<file path="src/rtl/bcd_to_bin_if.sv">
// Handshake bundle for the BCD-to-binary converter: start/bcd_in in, busy/done/bin_out/err out.
// Latency: n/a (wiring only).
// Backpressure: none; the requester watches busy, and a start while busy is ignored.
interface bcd_to_bin_if #(
    parameter int DIGITS = 3,
    parameter int BIN_W  = 10
);
    logic                  start;
    logic [4*DIGITS-1:0]   bcd_in;
    logic                  busy;
    logic                  done;
    logic [BIN_W-1:0]      bin_out;
    logic                  err;

    modport master (output start, bcd_in, input busy, done, bin_out, err);
    modport slave  (input start, bcd_in, output busy, done, bin_out, err);
endinterface

</file>
<file path="src/rtl/bcd_to_bin.sv">
// Packed BCD to binary converter, acc = acc*10 + digit, one digit per clock, MSD first.
// Latency: start sampled at edge k -> done/bin_out valid in the cycle after edge k+DIGITS.
// Backpressure: start is ignored while busy. Optional macro BCD_CHECK_EN flags digits > 9 on err.
module bcd_to_bin #(
    parameter int DIGITS = 3,
    parameter int BIN_W  = 10
) (
    input  logic        clk,
    input  logic        reset_n,
    bcd_to_bin_if.slave bus
);
    localparam int CNT_W = (DIGITS > 1) ? $clog2(DIGITS) : 1;
    localparam logic [CNT_W-1:0] LAST_CNT = CNT_W'(DIGITS - 1);

    typedef enum logic {IDLE, CONV} state_t;

    state_t              state;
    state_t              state_nxt;
    logic [4*DIGITS-1:0] shreg;
    logic [BIN_W-1:0]    acc;
    logic [BIN_W-1:0]    acc_nxt;
    logic [CNT_W-1:0]    cnt;
    logic [3:0]          digit;
    logic                accept;
    logic                last_digit;
    logic                done_q;
    logic [BIN_W-1:0]    bin_q;

    assign digit      = shreg[4*DIGITS-1 -: 4];
    assign accept     = (state == IDLE) && bus.start;
    assign last_digit = (state == CONV) && (cnt == LAST_CNT);

    // acc*10 as two shifts plus the digit, at BIN_W+4 bits, then truncated back to BIN_W.
    assign acc_nxt = BIN_W'(({4'b0000, acc} << 3) + ({4'b0000, acc} << 1)
                            + (BIN_W + 4)'(digit));

    // State register.
    always_ff @(posedge clk or negedge reset_n) begin
        if (!reset_n) state <= IDLE;
        else          state <= state_nxt;
    end

    // Next state: leave IDLE on an accepted start, return after the LSD is consumed.
    always_comb begin
        state_nxt = state;
        case (state)
            IDLE:    if (bus.start) state_nxt = CONV;
            CONV:    if (cnt == LAST_CNT) state_nxt = IDLE;
            default: state_nxt = IDLE;
        endcase
    end

    // Datapath: latch input on accept, then shift one digit into the accumulator per cycle.
    always_ff @(posedge clk or negedge reset_n) begin
        if (!reset_n) begin
            shreg  <= '0;
            acc    <= '0;
            cnt    <= '0;
            done_q <= 1'b0;
            bin_q  <= '0;
        end else begin
            done_q <= last_digit;
            if (accept) begin
                shreg <= bus.bcd_in;
                acc   <= '0;
                cnt   <= '0;
            end else if (state == CONV) begin
                acc   <= acc_nxt;
                shreg <= shreg << 4;
                cnt   <= cnt + 1'b1;
                if (last_digit) bin_q <= acc_nxt;
            end
        end
    end

`ifdef BCD_CHECK_EN
    logic bad_seen;
    logic err_q;

    // Sticky bad-digit flag; err is published alongside done and cleared by the next start.
    always_ff @(posedge clk or negedge reset_n) begin
        if (!reset_n) begin
            bad_seen <= 1'b0;
            err_q    <= 1'b0;
        end else if (accept) begin
            bad_seen <= 1'b0;
            err_q    <= 1'b0;
        end else if (state == CONV) begin
            bad_seen <= bad_seen | (digit > 4'd9);
            if (last_digit) err_q <= bad_seen | (digit > 4'd9);
        end
    end

    assign bus.err = err_q;
`else
    assign bus.err = 1'b0;
`endif

    assign bus.busy    = (state == CONV);
    assign bus.done    = done_q;
    assign bus.bin_out = bin_q;
endmodule

</file>
<file path="src/flat_wrapper.sv">
// flat-port wrapper written by rule: the top's interface ports become plain ports
module bcd_to_bin_flat 
#(
    parameter int DIGITS = 3,
    parameter int BIN_W  = 10
)
  (clk, reset_n, bus_start, bus_bcd_in, bus_busy, bus_done, bus_bin_out, bus_err);
  bcd_to_bin_if #(.DIGITS(DIGITS), .BIN_W(BIN_W)) bus_i ();
  input  logic clk;
  input  logic reset_n;
  input wire logic [$bits(bus_i.start)-1:0] bus_start;
  input wire logic [$bits(bus_i.bcd_in)-1:0] bus_bcd_in;
  output wire logic [$bits(bus_i.busy)-1:0] bus_busy;
  output wire logic [$bits(bus_i.done)-1:0] bus_done;
  output wire logic [$bits(bus_i.bin_out)-1:0] bus_bin_out;
  output wire logic [$bits(bus_i.err)-1:0] bus_err;
  assign bus_i.start = bus_start;
  assign bus_i.bcd_in = bus_bcd_in;
  assign bus_busy = bus_i.busy;
  assign bus_done = bus_i.done;
  assign bus_bin_out = bus_i.bin_out;
  assign bus_err = bus_i.err;
  bcd_to_bin #(.DIGITS(DIGITS), .BIN_W(BIN_W)) u_core (.clk(clk), .reset_n(reset_n), .bus(bus_i));
endmodule
</file>
<file path="config.mk">
export PLATFORM = sky130hd
export DESIGN_NAME = bcd_to_bin_flat
export DESIGN_NICKNAME = d
export VERILOG_FILES = /design/src/rtl/bcd_to_bin_if.sv /design/src/rtl/bcd_to_bin.sv /design/src/flat_wrapper.sv
export SDC_FILE = /design/constraint.sdc
export NUM_CORES = 1
export LEC_CHECK = 0
export CAP_MARGIN = 40
export CORE_MARGIN = 2
export CORE_UTILIZATION = 57
export CTS_CLUSTER_DIAMETER = 30
export DETAILED_ROUTE_END_ITERATION = 7
export PLACE_DENSITY = 0.84
export SLEW_MARGIN = 30
export SYNTH_ARGS = -nofsm -noshare
export SYNTH_HDL_FRONTEND = slang
export SYNTH_SLANG_ARGS = --single-unit
</file>
<file path="constraint.sdc">
create_clock -name clk -period 5.9 [get_ports clk]
set_input_delay 0.59 -clock clk [delete_from_list [all_inputs] [get_ports clk]]
set_output_delay 0.59 -clock clk [all_outputs]
set_load 0.02 [all_outputs]
</file>
After elaboration in Yosys (flattened, before gate mapping):

Cells that the tools add are included.

* $add $sub $neg: 3
* equal/unequal tests: 1
* muxes and demuxes: 9
* bitwise gates (word level): 2
* reduce and logical (&&, ||, !) cells: 4

Operators with widths (number)
* $mux W12: 2
* $mux W9: 2
* $add A10 B10 Y10: 1
* $add A10 B4 Y10: 1
* $mux W2: 2
* $reduce_and A3 Y1: 1
* $add A2 B1 Y2 const B: 1
* $eq A2 B2 Y1 const B: 1
* $logic_and A1 B1 Y1: 2
* $mux W1: 2
* $not A1 Y1: 2
* $pmux W1 S2: 1
* $reduce_bool A2 Y1: 1

* register bits: 35

Depth between registers and ports, before layout:

Gate-level depths: netlist (run 1).

* word-level depth: 4
* depth in mapped cells: 8
* mapped depth without buffers: 8

Worst setup path after synthesis (run 1):

No wires, ideal clock.

* kind: register to register
* start: register u_core.acc[0]
* end: register u_core.acc[8]
* setup time: 0.104 ns
* data arrival time: 2.312 ns
* required time: 5.796 ns
* setup slack: 3.484 ns
* cell stages (with the launch flop): 9
* path buffers: 0
* cell sequence: dfrtp_1 > inv_1 > fa_1 > inv_1 > fa_1 > a21o_1 > a31o_1 > a2111o_1 > o311ai_1

* word-level cells in the longest chain between the ends: 4

Ends and longest elaborated chain
* start: declaration: RTL line bcd_to_bin.sv:20 `logic [BIN_W-1:0] acc;`
* start signal: assignment: RTL line bcd_to_bin.sv:68 `acc <= acc_nxt;`
* $add A10 B10 Y10: RTL line bcd_to_bin.sv:34 `assign acc_nxt = BIN_W'(({4'b0000, acc} << 3) + ({4'b0000, acc} << 1)`
* $add A10 B4 Y10: RTL line bcd_to_bin.sv:35 `+ (BIN_W + 4)'(digit));`
* $mux W9: RTL line bcd_to_bin.sv:67 `end else if (state == CONV) begin`
* $mux W9: RTL line bcd_to_bin.sv:63 `if (accept) begin`

No other way between the ends. The select of a mux whose other input is x is not followed.
A chain may end at the register's enable or synchronous reset.

Worst setup path in the final report (run 1):

* start: register u_core.acc[0]
* end: register u_core.bin_q[8] (netlist: u_core.bus.bin_out[8])

* word-level cells in the longest chain between the ends: 2

Ends and longest elaborated chain
* $add A10 B10 Y10: RTL line bcd_to_bin.sv:34
* $add A10 B4 Y10: RTL line bcd_to_bin.sv:35
* end signal: assignment: RTL line bcd_to_bin.sv:71 `if (last_digit) bin_q <= acc_nxt;`
* end: declaration: RTL line bcd_to_bin.sv:27 `logic [BIN_W-1:0] bin_q;`

No other way between the ends.

==> flow_summary.json, run 1 <==
{
  "r2r-start": "u_core.acc[0]$_DFFE_PN0P_",
  "slew_headroom": 0.4903,
  "synth-seq-cells": 35,
  "num-fill-cells": 241,
  "hold_class": "register to register",
  "grt_busiest_layer": "met2",
  "max_freq_mhz": 388.5,
  "port_buffers": 26,
  "p_leak_nw": 1.052,
  "cts_root_buf": "clkbuf_4",
  "via_per_inst": 5.567,
  "crit_start": "u_core.acc[0]$_DFFE_PN0P_",
  "cap_violations": 0,
  "antenna_found_initial": 0,
  "synthCells": 166,
  "seqCellArea_um2": 875.8,
  "nets": 226,
  "grt_pass1_wl_mm": 5.595,
  "drc": 0,
  "holdWs_ps": 481.9,
  "finalWirelength_mm": 3.394,
  "use_met1": 0.2570,
  "cp.required_ps": 6190,
  "core_area_um2": 3028,
  "place_hpwl_mm": 2.503,
  "post-cts-setup-buffers": 0,
  "status": "complete, no violations",
  "rows": 20,
  "synth_top_family_by_area": "compound AO/OA/AOI/OAI gates",
  "grt_util_met2": 0.3463,
  "fp.dieArea_um2": 3639,
  "multi_input_area_um2": 862.1,
  "grt_max_degree": 36,
  "track_usage": 0.2148,
  "clk_pin_slew_ps": 110,
  "synth-xor-area-share": 0.02422,
  "cts_buffers": 5,
  "endpoint_kind": "register",
  "seq_area_frac_synth": 0.4844,
  "die_height_um": 60.32,
  "setup_violations": 0,
  "dp_slack_ps": 3354,
  "io_pins": 28,
  "fin_tns_setup_ps": 0,
  "ir_worst_vdd_uv": 293.9,
  "grt_overflow_total": 0,
  "synth_cell_types": 34,
  "grt_pass1_vias": 1271,
  "syn-mean-instance-area_um2": 10.89,
  "skew_ps": 9.109,
  "critPathArrivalTime_ps": 2860,
  "layout-drive-gt1-share": 0.07216,
  "wl_per_cell_um": 14.26,
  "powerDensity_nw_per_um2": 563.0,
  "worstMarginPinSlew_ps": 762.2,
  "yosys_warnings": 0,
  "setup_ws_ps": 3326,
  "syn_area_um2": 1808,
  "clk_latency_ps": 340,
  "start_kind": "register",
  "fin_area_um2": 2166,
  "final_hold_viol_count": 0,
  "cts_tree": "done",
  "min_from": "u_core.bus.bin_out[9]$_DFFE_PN0P_",
  "cts_resized": 0,
  "synth_fa_ha_area_frac": 0.1260,
  "hold_buffers": 0,
  "slew_viol_final": 0,
  "period_needed_ps": 2574,
  "initialDrtViolationCount": 48,
  "h-tree-depth": 2,
  "use_met3": 0.07576,
  "worstSetupPathType": "register to register",
  "cts_sinks": 35,
  "synth-simple-area-share": 0.08374,
  "worstPathMaxFanout": 4,
  "area_growth_pct": 19.79,
  "dpl-instance-area_um2": 2098,
  "min_period_over_period": 0.4362,
  "antenna_left": 0,
  "synth_compound_area_frac": 0.1322,
  "fp.dieW_um": 60.32,
  "gp_congestion": 0.8839,
  "diodes": 0,
  "clockBufferDepth": 2,
  "synthMuxAreaShare": 0.1087,
  "num_vias": 1325,
  "start_util": 0.5971,
  "rsz0062_at_grt": "false",
  "synth.net_count": 198,
  "dr.pass1.iters": 4
}
## cells in the final DEF, fill, tap and decap left out, drive strengths merged, types with 2 or more instances in the layout
cell,instances
xor2,3
nand2,21
mux2i,14
o21ai,15
clkdlybuf4s50,26
nor2,5
mux2,5
xnor2,2
a21oi,6
clkinv,2
ha,15
buf,2
a21o,2
a22o,5
inv,9
dfrtp,35
nand3,3
clkbuf,6
fa,2
o31ai,2
## area by class of cell
type	count	area share
clock buffer	6	0.02369
clock inverter	1	0.002311
inverter	10	0.01733
multi-input combinational	114	0.3980
sequential	35	0.4044
tap	44	0.02542
timing repair buffer	28	0.1288
## critical path, cell delays in order, from the launching register on
cell       delay, ps
dfrtp_1          380
inv_1             70
fa_1             540
inv_1             70
fa_1             450
a21o_1           190
a31o_1           250
a2111oi_0        410
nand3b_1         160
## logic make-up (layout without fill, tap and decap cells)
family                     Yosys count  count (layout)
AOI/OAI and AO/OA                   37              37
DFF                                 35              35
and+or+nand+nor                     35              35
muxes                               19              19
adders and majority gates           17              17
buffers and inverters               17              45
xor gates and xnor gates             5               5
other                                1               1
## per-stage QoR
step	std cells	util	total power, mW
2_1_floorplan	166	-	0.8756
3_3_place_gp	230	0.6930	1.038
3_5_place_dp	230	0.6930	1.081
4_1_cts	237	0.7116	1.216
5_1_grt	238	0.7153	1.324
6_report	238	0.7153	1.219
## registers in the layout, indices dropped and copies added, names as in the netlist
register / flops
u_core.acc: 9
u_core.bus.bin_out: 10
u_core.bus.busy: 1
u_core.bus.done: 1
u_core.cnt: 2
u_core.shreg: 12
## worst paths after layout
kind | end | slack, ps | cells after the start
setup / recovery | u_core.bus.bin_out[8]$_DFFE_PN0P_ | 3330 | 8
hold / removal | u_core.bus.bin_out[9]$_DFFE_PN0P_ | 480 | 2
setup reg to reg | u_core.bus.bin_out[8]$_DFFE_PN0P_ | 3330 | 8
hold reg to reg | u_core.bus.bin_out[9]$_DFFE_PN0P_ | 480 | 2
max in group asynchronous | u_core.shreg[1]$_DFFE_PN0P_ | 4960 | 2
min in group asynchronous | u_core.bus.bin_out[7]$_DFFE_PN0P_ | 640 | 2
## routing by layer
metal / part of all wire / routed length [um]
met1: 0.43 / 1476
met2: 0.49 / 1647
met3: 0.058 / 196
met4: 0.022 / 74
met5: 0 / 0
## where the power goes
part / internal (mW) / leakage [nW] / total (mW) / switching, mW
combinational: 0.304 / 0.573 / 0.670 / 0.366
sequential: 0.346 / 0.445 / 0.416 / 0.0696
clock: 0.0552 / 0.0341 / 0.133 / 0.0781
## Yosys cell counts
library cell	number	area (um2)
clkbuf_1	4	15.01
inv_1	9	33.78
o21a_1	1	7.510
buf_4	1	7.510
nor3_1	1	5.000
conb_1	1	3.750
fa_1	2	40.04
a2111o_1	1	11.26
o211ai_1	1	7.510
xnor2_1	2	17.52
o21ai_0	15	75.07
o31ai_1	2	15.01
buf_2	2	10.01
nand3b_1	1	7.510
a22o_1	5	43.79
a2111oi_0	1	8.760
o311ai_1	1	8.760
and3_1	1	6.260
nor2_1	5	18.77
mux2_2	5	56.30
clkinv_1	1	3.750
xor2_1	3	26.28
nand2_1	21	78.83
a211oi_1	1	7.510
nand3_1	3	15.01
nand4_1	1	6.260
ha_1	15	187.7
a21o_1	2	15.01
a21oi_1	6	30.03
dfrtp_1	35	875.8
or4_1	1	7.510
mux2i_1	14	140.1
nor2b_1	1	6.260
a31o_1	1	8.760
(Power assumes the default switching activity.)
==> run 2, diff against run 1 <==
--- a/config.mk
+++ b/config.mk
@@ -7,10 +7,10 @@
 export LEC_CHECK = 0
 export CAP_MARGIN = 40
 export CORE_MARGIN = 2
-export CORE_UTILIZATION = 57
+export CORE_UTILIZATION = 48
 export CTS_CLUSTER_DIAMETER = 30
 export DETAILED_ROUTE_END_ITERATION = 7
-export PLACE_DENSITY = 0.84
+export PLACE_DENSITY = 0.75
 export SLEW_MARGIN = 30
 export SYNTH_ARGS = -nofsm -noshare
 export SYNTH_HDL_FRONTEND = slang
==> constraint.sdc (replaced) <==
create_clock -name clk -period 2.1 [get_ports clk]
set_input_delay 0.21 -clock clk [delete_from_list [all_inputs] [get_ports clk]]
set_output_delay 0.21 -clock clk [all_outputs]
set_load 0.02 [all_outputs]
==> flow_summary.json, run 2 (synthesis gave the netlist of run 1 again) <==
{
  "min_period_over_period": 1.114,
  "holdWs_ps": 329.7,
  "gp_congestion": 0.8472,
  "core_area_um2": 3633,
  "crit_buf_inv": 2,
  "final_common_cell": "dfrtp_1",
  "setup_violations": 9,
  "antenna_found_initial": 0,
  "antenna_left": 0,
  "p_clk_frac": 0.132,
  "setup_ws_ps": -239.5,
  "fin_cells": 258,
  "die_height_um": 65.37,
  "clockBufferDepth": 2,
  "ir_worst_vdd_uv": 617.2,
  "crit_family": "adder cells",
  "crit_chain": "inv_2 -> fa_1 -> inv_2 -> fa_2 -> a21o_1 -> a31o_1 -> a2111oi_2 -> nand3b_1",
  "top_register": "u_core.shreg",
  "rrSetupSlack_ps": -240,
  "fp.dieArea_um2": 4273,
  "h-tree-depth": 2,
  "num_vias": 1401,
  "max_freq_mhz": 427.4,
  "endpoint": "u_core.bus.bin_out[8]$_DFFE_PN0P_",
  "cts_sinks": 35,
  "place_hpwl_mm": 2.807,
  "clk_pin_slew_ps": 70,
  "via_per_inst": 5.430,
  "dr.pass1.iters": 5,
  "power_frac_comb": 0.578,
  "io_pins": 28,
  "crit_cells": 8,
  "nets": 241,
  "cts_root_buf": "clkbuf_8",
  "violations": "negative setup slack",
  "wl_per_cell_um": 14.95,
  "port_buffers": 26,
  "powerDensity_nw_per_um2": 1672,
  "dp_slack_ps": -205.7,
  "p_sw_mw": 1.640,
  "grt_overflow_total": 0,
  "skew_ps": 4.329,
  "cpMostUsedCell": "inv_2",
  "period_needed_ps": 2340,
  "fp.dieW_um": 65.37,
  "p_leak_nw": 1.147,
  "start_kind": "register",
  "drc": 0,
  "grt_pass1_wl_mm": 6.706,
  "diodes": 0,
  "num-fill-cells": 293,
  "rsz0062_at_grt": "true",
  "area_growth_pct": 32.39,
  "ff2ff_path_depth": 8,
  "track_usage": 0.2088,
  "rows": 22,
  "cts_buffers": 5,
  "clk_latency_ps": 280,
  "final_hold_viol_count": 0,
  "grt_pass1_vias": 1471,
  "endpoint_kind": "register",
  "layout-drive-gt1-share": 0.2000,
  "crit_path_max_incr_delay_ps": 550,
  "critPathArrivalTime_ps": 2560,
  "slowest_stage": "fa_1",
  "grt_max_degree": 36,
  "layout_common_cells": "dfrtp_1 (35), clkdlybuf4s50_1 (26), nand2_1 (21)",
  "crit_start": "u_core.shreg[11]$_DFFE_PN0P_",
  "worstSetupPathType": "register to register",
  "worstPathMaxFanout": 3,
  "seqPwrFrac": 0.290,
  "r2r_end": "u_core.bus.bin_out[8]$_DFFE_PN0P_",
  "status": "complete, but fails checks",
  "initialDrtViolationCount": 43,
  "netSwitchingFraction": 0.4100,
  "finalWirelength_mm": 3.856,
  "largest_reg_flops": 12,
  "p_int_mw": 2.361,
  "cts_tree": "done",
  "start_util": 0.4976,
  "cp.required_ps": 2320,
  "slew_viol_final": 0,
  "cap_violations": 0,
  "dp_cells": 246,
  "r2r-start": "u_core.shreg[11]$_DFFE_PN0P_",
  "hold_class": "input pin to async pin"
}
-- run 2: per-layer routing --
metal	vias up	part of all wire	global-route usage	wire length [um]
met4	0	0.011	0.05990	42
met5	-	0	0	0
met3	6	0.049	0.05993	188
li1	667	-	-	-
met1	693	0.43	0.2525	1655
met2	35	0.51	0.3622	1970
-- run 2: worst register-to-register path: cells and delay by family, from the launching register on --
kind	cells	cell delay (ps)
adder cells (fa/ha/maj)	2	890
AO/OA/AOI/OAI	3	780
flip-flops	1	360
AND/OR/NAND/NOR	1	150
buffers and inverters	2	100
-- run 2: cell type report --
| type | instances | area (um2) | share of cell area |
|---|---|---|---|
| Inverter | 10 | 37.54 | 0.01568 |
| Clock buffer | 8 | 100.1 | 0.04182 |
| Sequential cell | 35 | 875.8 | 0.3659 |
| Timing Repair Buffer | 43 | 391.6 | 0.1636 |
| Tap cell | 48 | 60.06 | 0.02509 |
| Multi-Input combinational cell | 114 | 928.4 | 0.3879 |
-- run 2: stage by stage --
stage	util	setup TNS, ps	cell area (um2)	power [mW]
2_1_floorplan	-	-180.0	1813	2.473
3_3_place_gp	0.6050	-372.1	2198	3.094
3_5_place_dp	0.6050	-724.1	2198	3.215
4_1_cts	0.6443	-893.6	2341	3.846
5_1_grt	0.6587	-1716	2394	4.312
6_report	0.6587	-922.6	2394	4.001
-- run 2: worst min path at each step --
stage,cells after the start,endpoint,start
floorplan,0,u_core.acc[0]$_DFFE_PN0P_,reset_n
global placement,2,u_core.shreg[9]$_DFFE_PN0P_,u_core.shreg[5]$_DFFE_PN0P_
detailed placement,2,u_core.bus.bin_out[4]$_DFFE_PN0P_,u_core.bus.bin_out[4]$_DFFE_PN0P_
CTS,2,u_core.acc[6]$_DFFE_PN0P_,reset_n
global route,2,u_core.acc[7]$_DFFE_PN0P_,reset_n
finish,2,u_core.bus.bin_out[4]$_DFFE_PN0P_,reset_n
-- run 2: repair_timing --
item                       4_1_cts  5_1_grt
gates resized for setup          6       10
buffers inserted                 3        1
pin swaps                        3        6
hold buffers                     0        0
setup endpoints to repair        9        9
-- run 2: power groups by stage --
stage               combinational (mW)  clock [mW]  sequential [mW]
floorplan                         1.22           0             1.26
CTS                               2.15       0.540             1.16
detailed placement                2.04           0             1.17
global placement                  1.94           0             1.15
finish                            2.31       0.527             1.16
global route                      2.54       0.577             1.20
